===== config.mk =====
export PLATFORM = sky130hd
export DESIGN_NAME = vga_sync_decoder
export DESIGN_NICKNAME = d
export VERILOG_FILES = /design/src/rtl/vga_pkg.sv /design/src/rtl/vga_sync_edge.sv /design/src/rtl/vga_sync_decoder.sv
export SDC_FILE = /design/constraint.sdc
export NUM_CORES = 1
export LEC_CHECK = 0
export ABC_AREA = 1
export BUFFER_PORTS_ARGS = -buffer_cell sky130_fd_sc_hd__buf_2
export CAP_MARGIN = 15
export CORE_MARGIN = 2
export CORE_UTILIZATION = 45
export CTS_CLUSTER_DIAMETER = 150
export DETAILED_ROUTE_END_ITERATION = 10
export PLACE_DENSITY = 0.76
export SLEW_MARGIN = 20
export SYNTH_ARGS = -nofsm -noshare
export SYNTH_HDL_FRONTEND = slang
export SYNTH_SLANG_ARGS = --single-unit

===== constraint.sdc =====
create_clock -name iCLK -period 4.4 [get_ports iCLK]
set_input_delay 0.22 -clock iCLK [delete_from_list [all_inputs] [get_ports iCLK]]
set_output_delay 0.22 -clock iCLK [all_outputs]
set_load 0.005 [all_outputs]

===== src/rtl/vga_pkg.sv =====
// Shared VGA timing package: default 640x480@60 timing constants, the lock
// FSM state encoding and the colour triple used by the sync generator and
// the sync decoder.
package vga_pkg;

  // Default horizontal timing, in pixel clocks
  localparam int H_SYNC_DEF  = 96;
  localparam int H_BACK_DEF  = 48;
  localparam int H_ACT_DEF   = 640;
  localparam int H_TOTAL_DEF = 800;

  // Default vertical timing, in lines
  localparam int V_SYNC_DEF  = 2;
  localparam int V_BACK_DEF  = 33;
  localparam int V_ACT_DEF   = 480;
  localparam int V_TOTAL_DEF = 525;

  // Counter and colour widths
  localparam int HCNT_W = 11;
  localparam int VCNT_W = 10;
  localparam int COL_W  = 10;

  localparam logic [HCNT_W-1:0] HCNT_MAX = '1;
  localparam logic [VCNT_W-1:0] VCNT_MAX = '1;

  // Lock tracker states
  typedef enum logic [1:0] {
    ST_SEARCH  = 2'd0,
    ST_MEASURE = 2'd1,
    ST_LOCKED  = 2'd2
  } lock_state_e;

  typedef struct packed {
    logic [COL_W-1:0] r;
    logic [COL_W-1:0] g;
    logic [COL_W-1:0] b;
  } rgb_t;

endpackage


===== src/rtl/vga_sync_edge.sv =====
// Stage-1 input register for one active-low sync plus falling-edge detect.
// The previous-value flop resets high so a sync that idles high after reset
// release never looks like an edge.
module vga_sync_edge (
  input  logic clk,
  input  logic rst,
  input  logic sync_n,
  output logic fall
);

  logic s1_q, s1_d;
  logic prev_q, prev_d;

  // Next values: sample the pin, remember the last sample
  always_comb begin
    s1_d   = sync_n;
    prev_d = s1_q;
  end

  // Sync register pair, idle-high on reset
  always_ff @(posedge clk or posedge rst) begin
    if (rst) begin
      s1_q   <= 1'b1;
      prev_q <= 1'b1;
    end else begin
      s1_q   <= s1_d;
      prev_q <= prev_d;
    end
  end

  assign fall = prev_q & ~s1_q;

endmodule


===== src/rtl/vga_sync_decoder.sv =====
// VGA sync decoder: recovers pixel coordinates from hsync/vsync, measures
// line length and frame height, and tracks lock against the nominal timing
// (SEARCH -> MEASURE -> LOCKED). Colour is delayed to line up with the
// recovered coordinates two clocks after the input sample.
// Optional build macro VGA_DEC_CHECKSUM_EN adds a per-frame R+G+B checksum on
// oFrame_Sum; without it oFrame_Sum is tied to zero.
module vga_sync_decoder
  import vga_pkg::*;
#(
  parameter int H_SYNC  = H_SYNC_DEF,
  parameter int H_BACK  = H_BACK_DEF,
  parameter int H_ACT   = H_ACT_DEF,
  parameter int H_TOTAL = H_TOTAL_DEF,
  parameter int V_SYNC  = V_SYNC_DEF,
  parameter int V_BACK  = V_BACK_DEF,
  parameter int V_ACT   = V_ACT_DEF,
  parameter int V_TOTAL = V_TOTAL_DEF
) (
  input  logic              iCLK,
  input  logic              iRST,
  input  logic              iVGA_H_SYNC,
  input  logic              iVGA_V_SYNC,
  input  logic [COL_W-1:0]  iVGA_R,
  input  logic [COL_W-1:0]  iVGA_G,
  input  logic [COL_W-1:0]  iVGA_B,
  output logic [9:0]        oCoord_X,
  output logic [9:0]        oCoord_Y,
  output logic [COL_W-1:0]  oPix_R,
  output logic [COL_W-1:0]  oPix_G,
  output logic [COL_W-1:0]  oPix_B,
  output logic              oPix_Valid,
  output logic              oFrame_Start,
  output logic              oLocked,
  output logic              oErr,
  output logic [HCNT_W-1:0] oLine_Len,
  output logic [VCNT_W-1:0] oFrame_Lines,
  output logic [15:0]       oFrame_Sum
);

  // Active window bounds at counter width
  localparam logic [HCNT_W-1:0] H_ACT_LO  = HCNT_W'(H_SYNC + H_BACK);
  localparam logic [HCNT_W-1:0] H_ACT_HI  = HCNT_W'(H_SYNC + H_BACK + H_ACT - 1);
  localparam logic [VCNT_W-1:0] V_ACT_LO  = VCNT_W'(V_SYNC + V_BACK);
  localparam logic [VCNT_W-1:0] V_ACT_HI  = VCNT_W'(V_SYNC + V_BACK + V_ACT - 1);
  localparam logic [HCNT_W-1:0] H_TOTAL_W = HCNT_W'(H_TOTAL);
  localparam logic [VCNT_W-1:0] V_TOTAL_W = VCNT_W'(V_TOTAL);

  // ---------------------------------------------------------------------
  // Stage 1: sync edge detect (bit 0 = hsync, bit 1 = vsync)
  // ---------------------------------------------------------------------
  logic [1:0] sync_n;
  logic [1:0] sync_fall;
  logic       hs_fall, vs_fall;

  assign sync_n = {iVGA_V_SYNC, iVGA_H_SYNC};

  for (genvar i = 0; i < 2; i++) begin : g_edge
    vga_sync_edge u_edge (
      .clk    (iCLK),
      .rst    (iRST),
      .sync_n (sync_n[i]),
      .fall   (sync_fall[i])
    );
  end

  assign hs_fall = sync_fall[0];
  assign vs_fall = sync_fall[1];

  // ---------------------------------------------------------------------
  // Colour pipeline: stage 1 register, stage 2 aligns with the counters
  // ---------------------------------------------------------------------
  rgb_t rgb_s1_q, rgb_s1_d;
  rgb_t rgb_s2_q, rgb_s2_d;

  // Colour delay line next values
  always_comb begin
    rgb_s1_d = {iVGA_R, iVGA_G, iVGA_B};
    rgb_s2_d = rgb_s1_q;
  end

  // Colour delay line registers
  always_ff @(posedge iCLK or posedge iRST) begin
    if (iRST) begin
      rgb_s1_q <= '0;
      rgb_s2_q <= '0;
    end else begin
      rgb_s1_q <= rgb_s1_d;
      rgb_s2_q <= rgb_s2_d;
    end
  end

  // ---------------------------------------------------------------------
  // Position counters and measurements
  // ---------------------------------------------------------------------
  logic [HCNT_W-1:0] h_cnt_q, h_cnt_d;
  logic [VCNT_W-1:0] v_cnt_q, v_cnt_d;
  logic [HCNT_W-1:0] line_len_q, line_len_d;
  logic [VCNT_W-1:0] frame_lines_q, frame_lines_d;
  logic [HCNT_W-1:0] line_len_now;
  logic [VCNT_W-1:0] frame_lines_now;

  // Saturating counters; vsync fall beats a coincident hsync fall on v_cnt
  always_comb begin
    line_len_now    = (h_cnt_q == HCNT_MAX) ? HCNT_MAX : h_cnt_q + 1'b1;
    frame_lines_now = (v_cnt_q == VCNT_MAX) ? VCNT_MAX : v_cnt_q + 1'b1;

    h_cnt_d = h_cnt_q;
    if (hs_fall)                 h_cnt_d = '0;
    else if (h_cnt_q != HCNT_MAX) h_cnt_d = h_cnt_q + 1'b1;

    v_cnt_d = v_cnt_q;
    if (vs_fall)                            v_cnt_d = '0;
    else if (hs_fall && v_cnt_q != VCNT_MAX) v_cnt_d = v_cnt_q + 1'b1;

    line_len_d    = hs_fall ? line_len_now    : line_len_q;
    frame_lines_d = vs_fall ? frame_lines_now : frame_lines_q;
  end

  // Counter and measurement registers
  always_ff @(posedge iCLK or posedge iRST) begin
    if (iRST) begin
      h_cnt_q       <= '0;
      v_cnt_q       <= '0;
      line_len_q    <= '0;
      frame_lines_q <= '0;
    end else begin
      h_cnt_q       <= h_cnt_d;
      v_cnt_q       <= v_cnt_d;
      line_len_q    <= line_len_d;
      frame_lines_q <= frame_lines_d;
    end
  end

  // ---------------------------------------------------------------------
  // Lock FSM
  // ---------------------------------------------------------------------
  lock_state_e state_q, state_d;
  logic        bad_q, bad_d;
  logic        err_q, err_d;
  logic        fs_q, fs_d;
  logic        line_bad, frame_bad;

  // Next state: a frame is good when every line and the line count match
  always_comb begin
    line_bad  = hs_fall && (line_len_now != H_TOTAL_W);
    frame_bad = (frame_lines_now != V_TOTAL_W);
    state_d   = state_q;
    bad_d     = bad_q;
    err_d     = 1'b0;
    fs_d      = vs_fall;
    case (state_q)
      ST_SEARCH: begin
        if (vs_fall) begin
          state_d = ST_MEASURE;
          bad_d   = 1'b0;
        end
      end
      ST_MEASURE: begin
        if (line_bad) bad_d = 1'b1;
        if (vs_fall) begin
          // The line ending on this vsync fall belongs to the frame being judged
          bad_d = 1'b0;
          if (bad_q || line_bad || frame_bad) err_d   = 1'b1;
          else                                state_d = ST_LOCKED;
        end
      end
      ST_LOCKED: begin
        if (line_bad || (h_cnt_q == HCNT_MAX) || (vs_fall && frame_bad)) begin
          err_d   = 1'b1;
          state_d = ST_SEARCH;
        end
      end
      default: state_d = ST_SEARCH;
    endcase
  end

  // Lock FSM registers
  always_ff @(posedge iCLK or posedge iRST) begin
    if (iRST) begin
      state_q <= ST_SEARCH;
      bad_q   <= 1'b0;
      err_q   <= 1'b0;
      fs_q    <= 1'b0;
    end else begin
      state_q <= state_d;
      bad_q   <= bad_d;
      err_q   <= err_d;
      fs_q    <= fs_d;
    end
  end

  // ---------------------------------------------------------------------
  // Pixel output stage
  // ---------------------------------------------------------------------
  logic              pix_valid_q, pix_valid_d;
  logic [9:0]        coord_x_q, coord_x_d;
  logic [9:0]        coord_y_q, coord_y_d;
  rgb_t              pix_q, pix_d;

  // Valid only inside the active window while locked; hold otherwise
  always_comb begin
    pix_valid_d = (state_q == ST_LOCKED) &&
                  (h_cnt_q >= H_ACT_LO) && (h_cnt_q <= H_ACT_HI) &&
                  (v_cnt_q >= V_ACT_LO) && (v_cnt_q <= V_ACT_HI);
    coord_x_d = coord_x_q;
    coord_y_d = coord_y_q;
    pix_d     = pix_q;
    if (pix_valid_d) begin
      coord_x_d = 10'(h_cnt_q - H_ACT_LO);
      coord_y_d = 10'(v_cnt_q - V_ACT_LO);
      pix_d     = rgb_s2_q;
    end
  end

  // Pixel output registers
  always_ff @(posedge iCLK or posedge iRST) begin
    if (iRST) begin
      pix_valid_q <= 1'b0;
      coord_x_q   <= '0;
      coord_y_q   <= '0;
      pix_q       <= '0;
    end else begin
      pix_valid_q <= pix_valid_d;
      coord_x_q   <= coord_x_d;
      coord_y_q   <= coord_y_d;
      pix_q       <= pix_d;
    end
  end

  // ---------------------------------------------------------------------
  // Optional frame checksum
  // ---------------------------------------------------------------------
`ifdef VGA_DEC_CHECKSUM_EN
  logic [15:0] acc_q, acc_d;
  logic [15:0] sum_q, sum_d;
  logic [15:0] px_sum;

  // Accumulate valid pixels; publish and restart on vsync fall
  always_comb begin
    px_sum = pix_valid_d ? (16'(rgb_s2_q.r) + 16'(rgb_s2_q.g) + 16'(rgb_s2_q.b)) : 16'd0;
    acc_d  = acc_q + px_sum;
    sum_d  = sum_q;
    if (vs_fall) begin
      sum_d = acc_q + px_sum;
      acc_d = '0;
    end
  end

  // Checksum registers
  always_ff @(posedge iCLK or posedge iRST) begin
    if (iRST) begin
      acc_q <= '0;
      sum_q <= '0;
    end else begin
      acc_q <= acc_d;
      sum_q <= sum_d;
    end
  end

  assign oFrame_Sum = sum_q;
`else
  assign oFrame_Sum = '0;
`endif

  assign oCoord_X     = coord_x_q;
  assign oCoord_Y     = coord_y_q;
  assign oPix_R       = pix_q.r;
  assign oPix_G       = pix_q.g;
  assign oPix_B       = pix_q.b;
  assign oPix_Valid   = pix_valid_q;
  assign oFrame_Start = fs_q;
  assign oLocked      = (state_q == ST_LOCKED);
  assign oErr         = err_q;
  assign oLine_Len    = line_len_q;
  assign oFrame_Lines = frame_lines_q;

endmodule


Word-level counts from Yosys, hierarchy flattened

Index checks and enable logic that the tools add are counted.

Eq/ne operators: 13
$add $sub $neg: 4
Magnitude comparators: 4
Bitwise logic cells: 4
Muxes and demuxes: 19
Reductions and logical operators: 17

Operators by type and width:

| kind                                                                | number |
|---|---|
| two-way mux 11 bit                                                  | 3 |
| two-way mux 10 bit                                                  | 3 |
| != test 10 bit (second input constant)                              | 2 |
| adder 11 x 1 -> 11 bit (second input constant)                      | 1 |
| == test 11 bit (second input constant)                              | 1 |
| greater-or-equal comparator 11 x 8 -> 1 bit (second input constant) | 1 |
| <= comparator 11 x 10 -> 1 bit (second input constant)              | 1 |
| != test 11 x 10 -> 1 bit (second input constant)                    | 1 |
| != test 11 bit (second input constant)                              | 1 |
| adder 10 x 1 -> 10 bit (second input constant)                      | 1 |
| == test 10 bit (second input constant)                              | 1 |
| greater-or-equal comparator 10 x 6 -> 1 bit (second input constant) | 1 |
| <= comparator 10 bit (second input constant)                        | 1 |
| subtractor 10 x 6 -> 10 bit (second input constant)                 | 1 |
| subtractor 10 x 8 -> 10 bit (second input constant)                 | 1 |
| two-way mux 2 bit                                                   | 4 |
| logical AND 1 bit                                                   | 7 |
| two-way mux 1 bit                                                   | 6 |
| != test 2 bit (second input constant)                               | 3 |
| one-hot mux 2 bit (3 select lines)                                  | 1 |
| nonzero test 2 bit                                                  | 3 |
| logical OR 1 bit                                                    | 4 |
| one-hot mux 1 bit (2 select lines)                                  | 2 |
| AND reduction 4 bit                                                 | 1 |
| other kinds (8)                                                     | 10 |

Output and inout port bits: 91
Flip-flop bits (word level): 162
Word-level logic and storage cells: 85
Bits of input ports: 34

Depth between registers and ports, before layout

Word-level depth: 9
Gate-level depth with buffers: 16
Depth with buffers taken out: 16

Hierarchy

A second synthesis with hierarchy kept.

Cells, all modules: 634
Area, all modules: 6377.4 sq um

Modules (own cells, without submodules):

| module           | area each (sq um) | times used | cells each | sequential area each (sq um) |
|---|---|---|---|---|
| vga_sync_decoder | 6244.7            | 1          | 624        | 3953.8 |
| vga_sync_edge    | 66.3              | 2          | 5          | 52.6 |

Worst setup path after synthesis

OpenSTA, ideal clock, no wires.

Path kind: flip-flop to flip-flop
From: reg v_cnt_q[0]
To: reg state_q[0]
Clock period less this slack: 1807 ps
Stages on the path, launching flop included: 12
Buffers on the path: 0
Arrival time: 1690 ps
Library setup time: 117 ps
Path slack: 2593 ps
Data required time: 4283 ps
Path through: dfrtp_1 -> ha_1 -> inv_1 -> nor2_4 -> nand3b_1 -> nand3_1 -> nor2_1 -> nand3_1 -> a21oi_1 -> nand3_1 -> nand4_1 -> nand2_1

Word-level cells in the longest chain between the ends: 7
Elaborated cells on any way between the ends: 10
Classes of those cells: add/sub: 1; eq/ne: 4; mux: 1; reduce/logical: 4

RTL lines:

| element                                                  | line                    | source |
|---|---|---|
| start, declared                                          | vga_sync_decoder.sv:96  | `logic [VCNT_W-1:0] v_cnt_q, v_cnt_d;` |
| start signal, assigned                                   | vga_sync_decoder.sv:128 | `v_cnt_q <= v_cnt_d;` |
| adder 10 x 1 -> 10 bit or == test 10 bit (tied branches) | vga_sync_decoder.sv:105 | `frame_lines_now = (v_cnt_q == VCNT_MAX) ? VCNT_MAX : v_cnt_q + 1'b1;` |
| two-way mux 10 bit *                                     | vga_sync_decoder.sv:105 |  |
| != test 10 bit *                                         | vga_sync_decoder.sv:146 | `frame_bad = (frame_lines_now != V_TOTAL_W);` |
| logical AND 1 bit                                        | vga_sync_decoder.sv:168 | `if (line_bad \|\| (h_cnt_q == HCNT_MAX) \|\| (vs_fall && frame_bad)) begin` |
| logical OR 1 bit                                         | vga_sync_decoder.sv:168 |  |
| != test 2 x 1 -> 1 bit (no line)                         | --                      |  |
| AND reduction 4 bit (no line) *                          | --                      |  |
| end signal, assigned                                     | vga_sync_decoder.sv:185 | `state_q <= state_d;` |
| end, declared                                            | vga_sync_decoder.sv:137 | `lock_state_e state_q, state_d;` |

Every way passes the cells marked *; elsewhere a longest branch is shown, timed or not.
A chain may end at the register's enable or synchronous reset.

Worst setup path in the final report

From: reg v_cnt_q[0]
To: reg pix_q (netlist bit oPix_B[3])

Word-level cells in the longest chain between the ends: 3
Elaborated cells on any way between the ends: 4
Classes of those cells: order compare: 2; reduce/logical: 2

RTL lines:

| element                                     | line                    | source |
|---|---|---|
| greater-or-equal comparator 10 x 6 -> 1 bit | vga_sync_decoder.sv:204 | `(v_cnt_q >= V_ACT_LO) && (v_cnt_q <= V_ACT_HI);` |
| logical AND 1 bit                           | vga_sync_decoder.sv:203 | `(h_cnt_q >= H_ACT_LO) && (h_cnt_q <= H_ACT_HI) &&` |
| logical AND 1 bit *                         | vga_sync_decoder.sv:204 |  |
| end signal, assigned                        | vga_sync_decoder.sv:226 | `pix_q <= pix_d;` |
| end, declared                               | vga_sync_decoder.sv:198 | `rgb_t pix_q, pix_d;` |

Marks and branches as above.

==> run metrics <==
start of the worst register-to-register path v_cnt_q[0]; total of flip-flops plus latches after synthesis 162; Detail Route Antenna Nets 0; share of synthesized area occupied by flip-flops and latches 0.637; maximum number of pins on one net before global-route repair 163; initial standard-cell utilization of the core 0.459; outcome completed; fraction of synthesized cell area taken by the top area cell type 0.621; worst-case clock skew 0.00787 ns; kind of end point of the critical path flip-flop; number of DRC markers after the initial detailed-route iteration 346; DR DRC count 0; number of iterations in the first detailed-routing pass 4; busiest layer in global routing met2; crit path launch v_cnt_q[0]; Tightest Pin Transition 0.830 ns; Layout Area Growth over Synthesis 24.0%; cell accounting for the most synthesized area dfrtp_1; cell area after layout 7900 µm²; DR WL/cell 13.4 µm; number of vias in the routed layout 4560; net switching power 0.862 mW; endpoints failing setup 0; placeable core region 13900 µm²; Switching Fraction 0.255; relative contribution of sequential cells to total power 0.485; final cycle utilization of the critical path 0.582; worst slack after detailed placement 1.84 ns; highest-delay cell along the critical path inv_2; CP max FO 34; clock power share 0.414; Yosys warnings 0; combinational cell fraction of total power 0.100; Critical Path, Cell by Cell ha_1 -> inv_1 -> nand3_1 -> nand2_1 -> a41oi_1 -> nand2_2 -> inv_2 -> nand2_1 -> nand2_1; number of nets in the layout 829; met1 global-route usage 0.242; GR Layer Usage met2 0.307; type of origin of the critical path flip-flop; total leakage power 4.20 nW; multi-input combinational cell area 1950 µm²; FF/Latch Area 4060 µm²; most frequent cells after synthesis 205 x nand2_1, 158 x dfrtp_1, 49 x inv_1, 46 x nor2_1, 25 x o21ai_0; H-tree Lvls 4; fraction of synthesis flops using an asynchronous set or reset pin 1.00; maximum vdd drop 247 µV; Power per Cell Area 427 nW/µm²; DP Wirelength 8460 µm; total placed instance area 7010 µm²; leftover overflow at the end of global routing 0; die area 15100 µm²; die width 123 µm; Root Buffer clkbuf_16; vias per std cell 4.68; Post-synth EDFFs 0; clock latency on the worst-skew pair 0.42 ns; buffer count from post-CTS setup fixing 0; most frequent cell after synthesis nand2_1; antenna diode count 0; Syn Area/Cell 10.0 µm²; worst-case clock buffer depth 2; slew margin rel. 0.447; global-route met3 utilization 0.0434; row count 43; Top cell by count, worst path nand2_1; MaxCap Viol Count 0; distinct cell type count after synthesis 35; worst endpoint required time 4.76 ns; Filler cells 1182; combined global-route utilization of all metal layers 0.187; unrepaired setup endpoints after global routing no; Finished Core Util 0.569; main area contributors after synthesis dfrtp_1 62%, nand2_1 12%, inv_1 2.9%; Max Freq 391 MHz; critical setup path kind flip-flop to flip-flop; worst hold path class input pin to asynchronous set/reset pin; clock input transition at the sequential cells of the worst setup and hold paths 0.07 ns; Internal Power 2.52 mW; final worst path period need 2.56 ns; slowest stage delay, CP 0.57 ns; netlist area before placement 6370 µm²; Final Slew Violations 0; TritonCTS Buffers 17; global-route wire length before repair 21800 µm; weighted congestion reported at the end of routability-driven placement 0.864; clock tree from TritonCTS yes; Die H 123 µm; total negative slack 0 ns; CP Data Arrival Time 2.92 ns; predominant post-synthesis flop cell dfrtp_1; proportion of layout cells with a drive suffix above 1 0.211; final routed wirelength across all metal layers 13000 µm; final hold vios 0; initial antenna violation count 0; vias in the first global route 4545; count of input and output buffers 108; r2r setup slk 1.84 ns; cell count after synthesis 635; io pins 125; overall power after layout 3.38 mW; TritonCTS Sinks 162; worst-case setup margin in the final layout 1.84 ns
==> layout make-up <==
cell class,count,share of cell area
timing repair buffer,144,0.114
clock inverter,14,0.0163
clock buffer,18,0.0556
sequential,162,0.514
inverter,51,0.0247
tap,180,0.0285
multi-input combinational,406,0.247
==> cells by family (layout without fill, tap and decap cells) <==
group / after synthesis / count (layout) / share of synthesized area
DFF: 162 / 162 / 0.637
buffers and inverters: 82 / 227 / 0.0660
AOI/OAI and AO/OA: 70 / 70 / 0.0603
adders and majority gates: 13 / 13 / 0.0255
and+or+nand+nor: 296 / 296 / 0.194
other: 1 / 16 / 0.000589
xor gates and xnor gates: 11 / 11 / 0.0163
==> power by group through the flow <==
stage / clock, mW / sequential [mW] / combinational (mW)
after detailed placement: 0 / 1.67 / 0.319
after global placement: 0 / 1.66 / 0.314
after CTS: 1.43 / 1.64 / 0.344
after global routing: 1.49 / 1.65 / 0.395
final: 1.40 / 1.64 / 0.339
after floorplan: 0 / 1.66 / 0.223
==> cell usage in the layout (no fill, tap or decap), drive strengths merged <==
cell and n:
clkinvlp 3, nand2 210, bufinv 1, inv 54, a311oi 1, a211oi 3
dlygate4sd3 32, conb 16, ha 13, nor2 51, nand3 22, dfrtp 158
nand3b 2, o21ai 37, nand4 5, nor3 5, a31oi 2, o22ai 8
clkbuf 18, a21boi 1, dfstp 4, xnor2 1, xor2 10, a41oi 2
clkinv 7, buf 112, or2 1, a21oi 16
==> critical path: cells and delay by family (launching register included) <==
family | cells | cell delay, ns
simple gates | 5 | 0.80
buf+inv | 2 | 0.69
flops | 1 | 0.46
compound gates | 1 | 0.26
fa+ha+maj | 1 | 0.25
==> path summary, 6_finish.rpt <==
path,end,cells past startpoint
setup / recovery,oPix_B[3],9
hold / removal,oPix_G[2],3
setup reg to reg,oPix_B[3],9
hold reg to reg,rgb_s2_q[20],0
max in group asynchronous,v_cnt_q[1],3
min in group iCLK,rgb_s2_q[20],0
==> flip-flops by register name, summed over array words and instances, names as in the netlist, 10 cells and up <==
signal / cells
oLine_Len: 11
rgb_s1_q: 30
oPix_B: 10
oCoord_Y: 10
v_cnt_q: 10
oPix_R: 10
h_cnt_q: 11
oFrame_Lines: 10
rgb_s2_q: 30
oCoord_X: 10
oPix_G: 10
==> metal layers <==
metal,up-vias,share of wire
met5,-,0
met4,0,0.021
met3,22,0.051
met2,116,0.48
met1,2148,0.45
li1,2274,-
==> stage by stage <==
step,instances,hold slack (ns)
global placement,911,0.326
detailed placement,911,0.327
finish,975,0.0528
CTS,975,0.104
global route,975,0.0868
floorplan,650,0.224
==> what timing repair did <==
item	in CTS	in global routing
gates resized for setup	0	0
hold endpoints to repair	32	0
hold buffers	32	0
Power figures use the tool's default switching activity.
